**config.mk**
```make
export PLATFORM = sky130hd
export DESIGN_NAME = md5_resp_tx
export DESIGN_NICKNAME = d
export VERILOG_FILES = /design/src/rtl/md5_proto_pkg.sv /design/src/rtl/md5_resp_tx.sv
export SDC_FILE = /design/constraint.sdc
export NUM_CORES = 1
export LEC_CHECK = 0
export CAP_MARGIN = 40
export CORE_ASPECT_RATIO = 0.8
export CORE_MARGIN = 1.5
export CORE_UTILIZATION = 37
export DETAILED_ROUTE_END_ITERATION = 10
export DONT_BUFFER_PORTS = 1
export SLEW_MARGIN = 5
export SYNTH_ARGS = -nofsm -noshare
export SYNTH_HDL_FRONTEND = slang
export SYNTH_SLANG_ARGS = --single-unit
```
**constraint.sdc**
```tcl
create_clock -name clk -period 4.25 [get_ports clk]
set_clock_uncertainty 0.15 [all_clocks]
set_input_delay 0.425 -clock clk [delete_from_list [all_inputs] [get_ports clk]]
set_output_delay 0.425 -clock clk [all_outputs]
set_load 0.01 [all_outputs]
```
**src/rtl/md5_proto_pkg.sv**
```systemverilog
// Shared constants and state encoding for the host response protocol.
// Status bytes lead every response packet; the header is status + 16-bit position.
package md5_proto_pkg;

    localparam logic [7:0] RESP_MATCH   = 8'h4D;
    localparam logic [7:0] RESP_NOMATCH = 8'h4E;
    localparam int         RESP_HDR_LEN = 3;

    typedef enum logic [2:0] {
        ST_IDLE   = 3'd0,
        ST_LOAD   = 3'd1,
        ST_SEND   = 3'd2,
        ST_ACK    = 3'd3,
        ST_DRAIN  = 3'd4,
        ST_GAP    = 3'd5,
        ST_FINISH = 3'd6
    } resp_state_t;

endpackage

```
**src/rtl/md5_resp_tx.sv**
```systemverilog
// Serializes a search result as a framed packet: status, pos[15:8], pos[7:0],
// optional matched characters, then an XOR checksum of every preceding byte.
module md5_resp_tx
    import md5_proto_pkg::*;
#(
    parameter int MATCH_LEN = 19,
    parameter int ACK_WAIT  = 3
) (
    input  logic        clk,
    input  logic        reset,
    input  logic        resp_start,
    input  logic        resp_match,
    input  logic [15:0] resp_byte_pos,
    input  logic [7:0]  resp_match_char,
    output logic        resp_match_char_next,
    input  logic        txd_busy,
    output logic        txd_start,
    output logic [7:0]  txd_data,
    output logic        resp_busy,
    output logic        resp_done,
    output logic [2:0]  state_dbg
);

    // Byte handshake: txd_start is a one-cycle request issued only while
    // txd_busy is low; txd_data stays fixed until txd_busy falls again (or
    // never rises within ACK_WAIT cycles, meaning the byte was taken at once).

    localparam int ACK_W = (ACK_WAIT > 1) ? $clog2(ACK_WAIT) : 1;
    localparam logic [ACK_W-1:0] ACK_LAST = ACK_W'(ACK_WAIT - 1);

    resp_state_t      state;
    logic             match_q;
    logic [15:0]      pos_q;
    logic [7:0]       checksum;
    logic [8:0]       idx;
    logic [ACK_W-1:0] ack_cnt;
    logic             sent_char;

    logic [8:0]       last_idx;
    logic [7:0]       next_byte;
    logic             next_is_char;

    assign state_dbg = state;
    assign last_idx  = match_q ? 9'(MATCH_LEN + RESP_HDR_LEN) : 9'(RESP_HDR_LEN);

    always_comb begin
        next_byte    = checksum;
        next_is_char = 1'b0;
        if (idx == 9'd0) begin
            next_byte = match_q ? RESP_MATCH : RESP_NOMATCH;
        end else if (idx == 9'd1) begin
            next_byte = pos_q[15:8];
        end else if (idx == 9'd2) begin
            next_byte = pos_q[7:0];
        end else if (idx != last_idx) begin
            next_byte    = resp_match_char;
            next_is_char = 1'b1;
        end
    end

    always_ff @(posedge clk) begin
        if (reset) begin
            state                <= ST_IDLE;
            match_q              <= 1'b0;
            pos_q                <= 16'h0000;
            checksum             <= 8'h00;
            idx                  <= 9'd0;
            ack_cnt              <= '0;
            sent_char            <= 1'b0;
            txd_start            <= 1'b0;
            txd_data             <= 8'h00;
            resp_match_char_next <= 1'b0;
            resp_busy            <= 1'b0;
            resp_done            <= 1'b0;
        end else begin
            txd_start            <= 1'b0;
            resp_match_char_next <= 1'b0;
            resp_done            <= 1'b0;
            case (state)
                ST_IDLE: begin
                    if (resp_start) begin
                        match_q   <= resp_match;
                        pos_q     <= resp_byte_pos;
                        checksum  <= 8'h00;
                        idx       <= 9'd0;
                        resp_busy <= 1'b1;
                        state     <= ST_LOAD;
                    end
                end
                ST_LOAD: begin
                    txd_data  <= next_byte;
                    checksum  <= checksum ^ next_byte;
                    sent_char <= next_is_char;
                    state     <= ST_SEND;
                end
                ST_SEND: begin
                    if (!txd_busy) begin
                        txd_start <= 1'b1;
                        ack_cnt   <= '0;
                        state     <= ST_ACK;
                    end
                end
                ST_ACK: begin
                    if (txd_busy || ack_cnt == ACK_LAST) begin
                        state <= ST_DRAIN;
                    end else begin
                        ack_cnt <= ack_cnt + 1'b1;
                    end
                end
                ST_DRAIN: begin
                    if (!txd_busy) begin
                        idx <= idx + 9'd1;
                        if (sent_char) begin
                            resp_match_char_next <= 1'b1;
                            state                <= ST_GAP;
                        end else if (idx == last_idx) begin
                            state <= ST_FINISH;
                        end else begin
                            state <= ST_LOAD;
                        end
                    end
                end
                // Matcher needs one cycle after the advance strobe to present the next char.
                ST_GAP: begin
                    state <= ST_LOAD;
                end
                ST_FINISH: begin
                    resp_done <= 1'b1;
                    resp_busy <= 1'b0;
                    state     <= ST_IDLE;
                end
                default: begin
                    state <= ST_IDLE;
                end
            endcase
        end
    end

endmodule
```
==> impl_metrics.py <==
metrics = {
    "power": {
        "p_per_area_nw_per_um2": 403.6,
        "leakage_nw": 0.9589,
        "peakVddDrop_mv": 0.1930,
    },
    "worst_setup_path": {
        "r2r_slack_ns": 1.48,
        "cp.required_ns": 4.32,
        "cp_top_family": "compound AO/OA/AOI/OAI gates",
        "crit_slowest_cell": "ha_1",
        "critical_path_class": "reg -> reg",
        "critPathCaptureType": "flop",
        "cp-start-kind": "flop",
        "path_buf_inv": 1,
        "path_cells": "inv_1 > ha_1 > nor2_1 > o21ai_0 > o211ai_1 > a221o_1 > o21a_1 > o31ai_1",
        "worstPathArrival_ns": 2.84,
        "worstPathMaxFanout": 19,
        "crit_path_max_incr_delay_ns": 0.58,
    },
    "sta": {
        "max_freq_mhz": 360.4,
        "timing.final.crit_period_ns": 2.775,
        "setup_tns_ns": 0,
        "hold_viol_final": 0,
        "fin_crit_sh": 0.6528,
        "rsz0062_at_grt": "false",
        "tightest_slew_ns": 0.6542,
        "finalSetupViolCount": 0,
        "slew_headroom": 0.5526,
        "drv_slew": 0,
        "fin_ws_ns": 1.475,
    },
    "final_layout": {
        "nets": 364,
        "final_common_cell": "nand2_1",
        "drive_gt1_frac": 0.06344,
        "mostFrequentLayoutCells": "nand2_1, dfxtp_1, a21oi_1, nor2_1, o21ai_0",
        "diodes": 0,
        "area_growth_pct": 5.313,
    },
    "global_routing": {
        "grt_start_max_net_pins": 48,
        "grt.total_usage": 0.1637,
        "grt_pass1_wl_mm": 10.40,
        "antenna_found_initial": 0,
        "grt_pass1_vias": 2056,
        "globalRouteOverflowTotal": 0,
    },
    "placed_design": {
        "pre_cts_ws_ns": 1.531,
        "portBuffers": 0,
        "place_congestion": 0.9190,
        "dp_hpwl_mm": 4.524,
    },
    "floorplan": {
        "die_area_sq_um": 7714,
        "io_pins": 44,
        "dieWidth_um": 97.82,
        "die_h_um": 78.86,
        "core_sq_um": 6925,
        "std_cell_rows": 27,
        "initial_core_util": 0.3843,
    },
    "synth": {
        "synthSimpleGateAreaFrac": 0.2896,
        "ys.flop_type": "dfxtp_1",
        "netlist_area_sq_um": 2661,
        "synth_edf_count": 0,
        "synth_compound_area_frac": 0.2181,
        "yosys_warnings": 0,
        "synth_seq_cells": 52,
        "synth_area_leader_cell": "dfxtp_1",
        "yosysUniqueCellTypes": 53,
        "yosys.area_share.xor_xnor": 0.01646,
        "synth_top_area_frac": 0.3912,
        "synth_top_family_by_area": "simple AND/OR/NAND/NOR gates",
        "syn_area_per_cell_sq_um": 7.850,
        "syn-num-nets": 373,
        "synth_area_leaders": "dfxtp_1, nand2_1, a21oi_1",
        "synth_seq_area_share": 0.3912,
        "synthMuxAreaShare": 0.01975,
        "netlist_instances": 339,
        "synthAdderAreaFrac": 0.02351,
        "async_reset_ff_frac": 0,
    },
    "clocking": {
        "max-clock-path-buffers": 2,
        "clk_latency_ns": 0.30,
        "cts_tree": "done",
        "clk_pin_slew_worst_paths_ns": 0.09,
        "cts_resized": 0,
        "cts-hold-fix-buffers": 0,
        "clock_sink_count": 52,
        "cts_setup_buffers": 0,
        "cts_made_buffers": 5,
        "root_buffer": "clkbuf_8",
        "h-tree-depth": 2,
    },
    "drt": {
        "postRouteAntennaNets": 0,
        "drt-initial-drc-count": 161,
        "routed_via_density": 5.605,
        "drc": 0,
        "wl_per_cell_um": 15.30,
        "dr_wl_met3_um": 397,
        "vias": 2343,
        "top_layer": "met4",
        "dr.pass1.iters": 4,
        "drt-met1-wl_mm": 3.047,
        "wl_met2_mm": 2.877,
        "drt-total-wl_mm": 6.394,
    },
    "worst_hold_path": {
        "min-delay-path-class": "in -> reg",
    },
    "outcome": {
        "status": "completed",
    },
    "run": {
        "cap_violations": 0,
    },
}
==> through the flow <==
| stage | hold WS, ns | util | instance area (sq um) | power [mW] | instances |
|---|---|---|---|---|---|
| after floorplan | 0.2837 | - | 2661 | 0.7902 | 339 |
| after global placement | 0.2891 | 0.3911 | 2709 | 0.8441 | 410 |
| after detailed placement | 0.2917 | 0.3911 | 2709 | 0.8506 | 410 |
| after CTS | 0.01770 | 0.4047 | 2803 | 1.148 | 418 |
| after global routing | 0.005094 | 0.4047 | 2803 | 1.204 | 418 |
| final | 0.02950 | 0.4047 | 2803 | 1.131 | 418 |
==> metal layers <==
layer  up-vias  GRT usage
met1      1098     0.2225
met3         8    0.04577
met2        53     0.2559
met5         -          0
li1       1184          -
met4         0    0.04286
==> where the power goes <==
group	switching (mW)	internal (mW)	total, mW
clock network	0.162	0.133	0.295
registers	0.0610	0.541	0.602
logic	0.148	0.0858	0.234
total	0.371	0.760	1.13
==> kinds of logic (layout without fill, tap and decap cells) <==
group	count (synthesis)	count (layout)
flip-flops	52	52
adder cells (fa/ha/maj)	5	5
buffers and inverters	27	19
multiplexers	5	5
AND/OR/NAND/NOR	154	154
XOR/XNOR	5	5
AO/OA/AOI/OAI	91	91
==> area by class of cell <==
cell class,count,area [sq um]
multi-input combinational,260,1510
inverter,9,33.78
timing repair buffer,2,15.01
fill,709,4123
clock inverter,1,7.507
tap,87,108.9
sequential,52,1041
clock buffer,7,86.33
==> path summary, 6_finish.rpt <==
path	from	to	cells after the start
max	idx[1]	checksum[0]	8
min reg2reg	pos_q[5]	pos_q[5]	2
max reg2reg	idx[1]	checksum[0]	8
min	reset	txd_data[6]	1
==> registers in the layout (all words and copies together), names as in the netlist, 2 cells and up <==
name       count
pos_q         16
txd_data       8
checksum       8
state_dbg      3
ack_cnt        2
idx            9
==> cell usage after synthesis (2+ instances only) <==
| cell | number |
|---|---|
| a2111oi_0 | 3 |
| a21o_1 | 4 |
| a21oi_1 | 37 |
| a221o_1 | 2 |
| a22oi_1 | 4 |
| a311oi_1 | 2 |
| a31oi_1 | 9 |
| and3_1 | 2 |
| buf_1 | 3 |
| clkbuf_1 | 13 |
| dfxtp_1 | 52 |
| ha_1 | 5 |
| inv_1 | 9 |
| mux2_1 | 2 |
| mux2i_1 | 3 |
| nand2_1 | 62 |
| nand2b_1 | 6 |
| nand3_1 | 6 |
| nand3b_1 | 5 |
| nand4_1 | 8 |
| nand4bb_1 | 2 |
| nor2_1 | 30 |
| nor2b_1 | 3 |
| nor3_1 | 3 |
| nor3b_1 | 2 |
| nor4b_1 | 2 |
| o21a_1 | 3 |
| o21ai_0 | 15 |
| o31ai_1 | 2 |
| or2_2 | 7 |
| or3_1 | 7 |
| xor2_1 | 5 |
Note: power is estimated with default switching activity, not from simulation.
